## config.mk

```make
export PLATFORM = sky130hd
export DESIGN_NAME = icache_direct
export DESIGN_NICKNAME = d
export VERILOG_FILES = /design/src/rtl/icache_direct.sv
export SDC_FILE = /design/constraint.sdc
export NUM_CORES = 1
export LEC_CHECK = 0
export ABC_AREA = 1
export CORE_ASPECT_RATIO = 1.5
export CORE_UTILIZATION = 55
export DETAILED_ROUTE_END_ITERATION = 6
export PLACE_DENSITY = 0.73
export SKIP_LAST_GASP = 1
export SYNTH_ARGS = -nofsm -noshare
export SYNTH_HDL_FRONTEND = slang
export SYNTH_SLANG_ARGS = --single-unit
```

## constraint.sdc

```tcl
create_clock -name CLK -period 8.88 [get_ports CLK]
set_input_delay 1.776 -clock CLK [delete_from_list [all_inputs] [get_ports CLK]]
set_output_delay 1.776 -clock CLK [all_outputs]
set_load 0.005 [all_outputs]
```

## src/rtl/icache_direct.sv

```systemverilog
// ============================================================================
// icache_direct
//   Direct-mapped, read-only instruction cache, one 32-bit word per line.
//   Hits return combinationally in the requesting cycle. A miss latches the
//   word address and runs a single-word fill from memory (IDLE -> FETCH ->
//   IDLE). After the fill the cache re-evaluates the current request.
//
// Parameters:
//   SETS      number of lines (power of two, 2..256)
//
// Ports:
//   CLK, nRST         clock / asynchronous active-low reset
//   imemREN, imemaddr fetch request and byte address from the datapath
//   ihit, imemload    hit strobe and instruction word (0 when no hit)
//   flush             single-cycle pulse, invalidates every line
//   iREN, iaddr       memory read request and word address (FETCH only)
//   iwait, iload      memory busy flag and read data
//   hit_count,        (ICACHE_STATS_EN only) wrapping 32-bit counters of
//   miss_count         hit cycles and IDLE->FETCH transitions
//
// Optional feature macro: ICACHE_STATS_EN
// ============================================================================
module icache_direct #(
    parameter int SETS = 16
) (
    input  logic        CLK,
    input  logic        nRST,
    input  logic        imemREN,
    input  logic [31:0] imemaddr,
    output logic        ihit,
    output logic [31:0] imemload,
    input  logic        flush,
    output logic        iREN,
    output logic [31:0] iaddr,
    input  logic        iwait,
`ifdef ICACHE_STATS_EN
    input  logic [31:0] iload,
    output logic [31:0] hit_count,
    output logic [31:0] miss_count
`else
    input  logic [31:0] iload
`endif
);

    localparam int IDXW = $clog2(SETS);
    localparam int TAGW = 30 - IDXW;

    typedef enum logic {IDLE, FETCH} state_e;

    state_e             state_q, state_d;
    logic [31:0]        fill_q, fill_d;
    logic [SETS-1:0]    valid_q, valid_d;
    logic [TAGW-1:0]    tag_q  [SETS];
    logic [31:0]        data_q [SETS];

    logic [IDXW-1:0]    req_idx, fill_idx;
    logic [TAGW-1:0]    req_tag, fill_tag;
    logic               hit, fill_done, start_fill;
    logic               unused_addr_lsb;

    assign req_idx  = imemaddr[IDXW+1:2];
    assign req_tag  = imemaddr[31:IDXW+2];
    assign fill_idx = fill_q[IDXW+1:2];
    assign fill_tag = fill_q[31:IDXW+2];

    // Byte offset carries no information for a word-per-line cache.
    assign unused_addr_lsb = ^imemaddr[1:0];

    // A flush cycle never reports a hit: the line is about to be invalidated.
    assign hit = imemREN && (state_q == IDLE) && valid_q[req_idx] &&
                 (tag_q[req_idx] == req_tag) && !flush;

    assign ihit      = hit;
    assign imemload  = hit ? data_q[req_idx] : 32'h0;
    assign fill_done = (state_q == FETCH) && !iwait;
    assign start_fill = (state_q == IDLE) && imemREN && !hit && !flush;

    always_comb begin
        state_d = state_q;
        fill_d  = fill_q;
        valid_d = valid_q;
        iREN    = 1'b0;
        iaddr   = 32'h0;
        case (state_q)
            IDLE: begin
                if (start_fill) begin
                    state_d = FETCH;
                    fill_d  = {imemaddr[31:2], 2'b00};
                end
            end
            FETCH: begin
                iREN  = 1'b1;
                iaddr = fill_q;
                // The fill always completes to the latched address, even if
                // the datapath has redirected or dropped imemREN meanwhile.
                if (!iwait) begin
                    state_d           = IDLE;
                    valid_d[fill_idx] = 1'b1;
                end
            end
            default: state_d = IDLE;
        endcase
        // Applied last so a flush on the fill edge leaves the new line invalid.
        if (flush) valid_d = '0;
    end

    always_ff @(posedge CLK or negedge nRST) begin
        if (!nRST) begin
            state_q <= IDLE;
            fill_q  <= 32'h0;
            valid_q <= '0;
        end else begin
            state_q <= state_d;
            fill_q  <= fill_d;
            valid_q <= valid_d;
        end
    end

    // Tag/data storage needs no reset; the valid bits gate every use.
    always_ff @(posedge CLK) begin
        if (fill_done) begin
            tag_q[fill_idx]  <= fill_tag;
            data_q[fill_idx] <= iload;
        end
    end

`ifdef ICACHE_STATS_EN
    logic [31:0] hit_cnt_q, miss_cnt_q;

    always_ff @(posedge CLK or negedge nRST) begin
        if (!nRST) begin
            hit_cnt_q  <= 32'h0;
            miss_cnt_q <= 32'h0;
        end else begin
            if (hit)        hit_cnt_q  <= hit_cnt_q + 32'd1;
            if (start_fill) miss_cnt_q <= miss_cnt_q + 32'd1;
        end
    end

    assign hit_count  = hit_cnt_q;
    assign miss_count = miss_cnt_q;
`endif

endmodule

```

After elaboration in Yosys (flattened, before gate mapping):

Memories as Yosys holds them, arrays and structs flattened.
Index checks and enable logic that the tools add are counted.

* memory bits (writable): 928
* register bits: 47
* input bits: 69
* word-level logic and storage cells: 41
* memories kept: 2

Memory list
* data_q: words 16, bits a word 32, rd ports 1, clocked after memory_dff 0, wr ports 1, RTL line 54 `logic [31:0] data_q [SETS];`
* tag_q: words 16, bits a word 26, rd ports 1, clocked after memory_dff 0, wr ports 1, RTL line 53 `logic [TAGW-1:0] tag_q [SETS];`

* $lt $le $gt $ge: 3
* reductions and logical operators: 14
* equal/unequal tests: 2
* multiplexer cells: 15
* bitwise operators: 2

Operator list (count)
* two-way mux 32 bit: 2
* two-way mux 16 bit: 3
* equality test 26 bit: 1
* OR 16 bit: 1
* < comparator 4 x 5 -> 1 bit (second input constant): 2
* logical AND 1 bit: 8
* two-way mux 1 bit: 7
* binary-select mux 1 bit (select 4 bit): 1
* demux 1 bit (select 4 bit): 1
* >= comparator 4 x 1 -> 1 bit (second input constant): 1
* AND reduction 2 bit: 2
* logical NOT 1 bit: 3
* inequality test 2 bit (second input constant): 1
* one-hot mux 1 bit (2 select lines): 1
* nonzero test 2 bit: 1
* inverter 1 bit: 1

Longest topological paths before layout:

Gate-level depths: netlist (run 1).

* depth in word-level cells: 10
* mapped depth: 21
* gate-level depth less buffers: 17

Worst setup path after synthesis (run 1):

No wires, ideal clock.

* path type: input to output
* start: input imemaddr[2]
* end: output imemload[10]
* arrival: 3.573 ns
* path buffers: 5
* setup slack: 3.531 ns
* stages on the path: 20
* path through: buf_4 -> inv_2 -> buf_4 -> buf_8 -> buf_4 -> nand2_1 -> nand3_1 -> nand3_1 -> nand3_1 -> nand2_1 -> nand2_1 -> nand2_1 -> nor2_1 -> nand2_1 -> nor2_1 -> nand2_1 -> nor2_1 -> nand2_2 -> buf_6 -> a21oi_2

* cells in the longest elaborated chain, start to end: 6
* elaborated cells between the ends (all ways): 9
* those cells by class: 1 x eq/ne; 3 x mux; 3 x reduce/logical; 2 x memory

RTL lines
* start, declared: RTL line 29 `input logic [31:0] imemaddr,`
* branches (longest 5 deep; another with memory read (16 x 26 bit))
* two-way mux 32 bit (*): RTL line 74 `assign imemload = hit ? data_q[req_idx] : 32'h0;`
* end, declared: RTL line 31 `output logic [31:0] imemload,`

Mark *: on every way between the ends. The select of a mux whose other input is x is not followed.

Worst setup path in the final report (run 1):

* start: input imemaddr[2]
* end: output imemload[1]

The elaborated chain is that of the path after synthesis.

==> qor.yml, run 1 <==
detailed_routing:
  post-route-drc-count: 0
  vias: 27015
  ant_nets: 0
  wl_per_cell_um: 22.8
  vias_per_cell: 6.02
  drt_pass1_iterations: 6
  drt-total-wl_um: 102000
  drt_iter0_drc: 2958
timing:
  setup_ws_ns: 1.13
  final.setup_skew_ns: 0.0204
  finalCritPeriodShare: 0.872
  rsz0062_at_grt: "no"
  fin_hold_ws_ns: 0.492
  setup_viol: 0
  slew_headroom: 0.222
  slew_violations: 0
  finalCriticalPeriod_ns: 7.75
  worst_slew_pin_slew_ns: 1.17
  hold_viol: 0
  setup_tns_ns: 0
  max_freq_mhz: 129
placed_design:
  gp_congestion: 0.853
  portBuffers: 130
  dp_hpwl_um: 51100
  place_ws_ns: 1.21
  dpl-instance-area_um2: 42200
yosys:
  synth_flop_cell: "edfxtp_1"
  synth_top_family_by_area: "simple AND/OR/NAND/NOR gates"
  synth.area.mux_share: 0
  synth_warnings: 0
  synthSimpleGateAreaFrac: 0.149
  synth_xor_area_frac: 0
  synth_edf_count: 928
  synth_top_cells_by_area: "edfxtp_1, nand2_1, nand3_1"
  synth_area_um2: 40200
  ys_async_sr_fraction: 0.0482
  yosysUniqueCellTypes: 30
  avgSynthCellArea_um2: 11.7
  yosysSeqAreaShare: 0.723
  synthCells: 3438
  synth_top_area_frac: 0.694
  ys_seq_elements: 975
  synth.most_common_cell: "nand2_1"
  synth_compound_gate_area_share: 0.0787
  synth_common_cells: "nand2_1, edfxtp_1, nand3_1"
  yosys.area.top_type: "edfxtp_1"
  synth-adder-area-share: 0
setup_path:
  cp_max_fo: 78
  cp_slowest_cell: "clkdlybuf4s50_1"
  cp.arrival_ns: 5.97
  crit_required_ns: 7.10
  path_class: "in2out"
  path_cells: "buf_8 -> inv_8 -> buf_12 -> nand2_1 -> nand2_1 -> nand2_1 -> nand3_1 -> nand3_1 -> nand2_1 -> nand2_1 -> nand2_1 -> nand2_1 -> nor2_1 -> nand3_1 -> nor2_1 -> nand2_2 -> buf_4 -> a21oi_1 -> clkdlybuf4s50_1"
  cp-end-kind: "primary output"
  slowest_delay_ns: 0.57
  start_kind: "primary input"
  cp_top_family: "buffers and inverters"
  crit_top_cell: "nand2_1"
  critPathBufInv: 5
cts:
  post_cts_resized: 0
  cts_max_path_buffers: 3
  clock_latency_ns: 0.65
  cts_inserted_buffers: 86
  cts_tree: "built"
  cts_root_buf: "clkbuf_16"
  clock_sinks: 975
  h-tree-depth: 3
  cts.clk_slew.worst_paths_ns: 0.06
  post-cts-setup-buffers: 0
  ctsHoldBuffers: 0
global_route:
  grt_overflow: 0
  grt_usage: 0.278
  grt_max_degree: 147
  antenna_found_initial: 4
  grt_pass1_vias: 26175
  grt_pass1_wl_um: 154000
layout:
  final_area_um2: 45100
  regArea_um2: 29000
  fillerInstances: 5349
  syn2layout_area_growth_pct: 12.3
  final_layout_size_suffix_gt1_frac: 0.0645
  nets: 3562
  multiInputGateArea_um2: 9270
die:
  die_w_um: 223
  rows: 121
  ios: 135
  die-area_um2: 74100
  initial_core_util: 0.555
  fp.dieH_um: 333
  core-area_um2: 72400
power_and_ir_drop:
  powerDensity_nw_per_um2: 217
  totalPowerFinal_uw: 9800
  ir_drop_mv: 0.188
  p_leak_uw: 0.0168
hold_path:
  hold_class: "reg2reg"
status:
  outcome: "completed"
job:
  cap_violations: 0
-- final cells by class --
type,instances,area share
Tap cell,922,0.0256
Clock buffer,110,0.0527
Timing Repair Buffer,179,0.0389
Inverter,266,0.0226
Clock inverter,51,0.0109
Sequential cell,975,0.644
Antenna cell,1,0.0000555
Multi-Input combinational cell,1985,0.206
-- registers in the layout, summed over array words and instances (netlist names) --
register	cells
state_q	1
tag_q	416
valid_q	16
data_q	512
fill_q	30
-- logic make-up (layout without fill, tap and decap cells) --
family / Yosys count / after routing
AOI/OAI and AO/OA: 507 / 507
buffers and inverters: 479 / 606
DFF: 975 / 975
other: 1 / 3
and+or+nand+nor: 1476 / 1476
-- cells in the final DEF (no fill, tap or decap), types with 2 or more instances in the layout --
cell type        instances
o211ai_1                15
nor3_1                   4
inv_8                    2
buf_4                   44
a32oi_1                  4
nor2_4                  17
conb_1                   2
a21oi_1                242
o21ai_0                 70
inv_6                    3
a221oi_1               115
edfxtp_1               928
inv_1                  262
nand3_1                324
bufinv_16                9
o21a_1                  11
o31ai_1                  9
clkbuf_8                 6
nand3b_1                 3
nand2_1                993
a31oi_1                  5
dfrtp_1                 46
clkinvlp_4               3
a21oi_2                 20
clkbuf_16               90
o21ai_1                 15
clkbuf_1                15
nor2_1                 131
clkdlybuf4s50_1        125
clkinv_1                14
clkinv_2                22
buf_12                   7
nand4_1                  2
-- per-layer routing --
metal / track usage / part of all wire / vias up
met4: 0.122 / 0.037 / 8
met5: 0 / 0.00053 / -
met1: 0.355 / 0.38 / 13315
met2: 0.475 / 0.50 / 1329
li1: - / - / 12109
met3: 0.0352 / 0.081 / 254
-- final timing paths --
check	start	endpoint	slack, ns	cells past startpoint
setup / recovery	imemaddr[2]	imemload[1]	1.13	19
hold / removal	valid_q[14]$_DFFE_PN0P_	valid_q[14]$_DFFE_PN0P_	0.49	1
setup reg to reg	state_q$_DFF_PN0_	tag_q[1][22]$_DFFE_PP_	5.27	7
hold reg to reg	valid_q[14]$_DFFE_PN0P_	valid_q[14]$_DFFE_PN0P_	0.49	1
max in group asynchronous	nRST	state_q$_DFF_PN0_	6.97	2
min in group asynchronous	nRST	fill_q[27]$_DFFE_PN0P_	1.33	2
-- metrics by stage --
step	std cells	util
2_1_floorplan	3439	-
3_3_place_gp	4327	0.584
3_5_place_dp	4327	0.584
4_1_cts	4488	0.623
5_1_grt	4488	0.623
6_report	4489	0.623
-- power breakdown --
| group | internal, µW | switching, µW |
|---|---|---|
| Clock | 2160 | 1630 |
| Sequential | 5210 | 137 |
| Combinational | 197 | 455 |
No activity file was read; power rests on OpenSTA's default activity.
==> run 2, diff against run 1 <==
- GPL_ROUTABILITY_DRIVEN: unset -> 0
==> results of run 2 <==
Same layout as run 1: the final DEF is identical, and so are final timing and power.
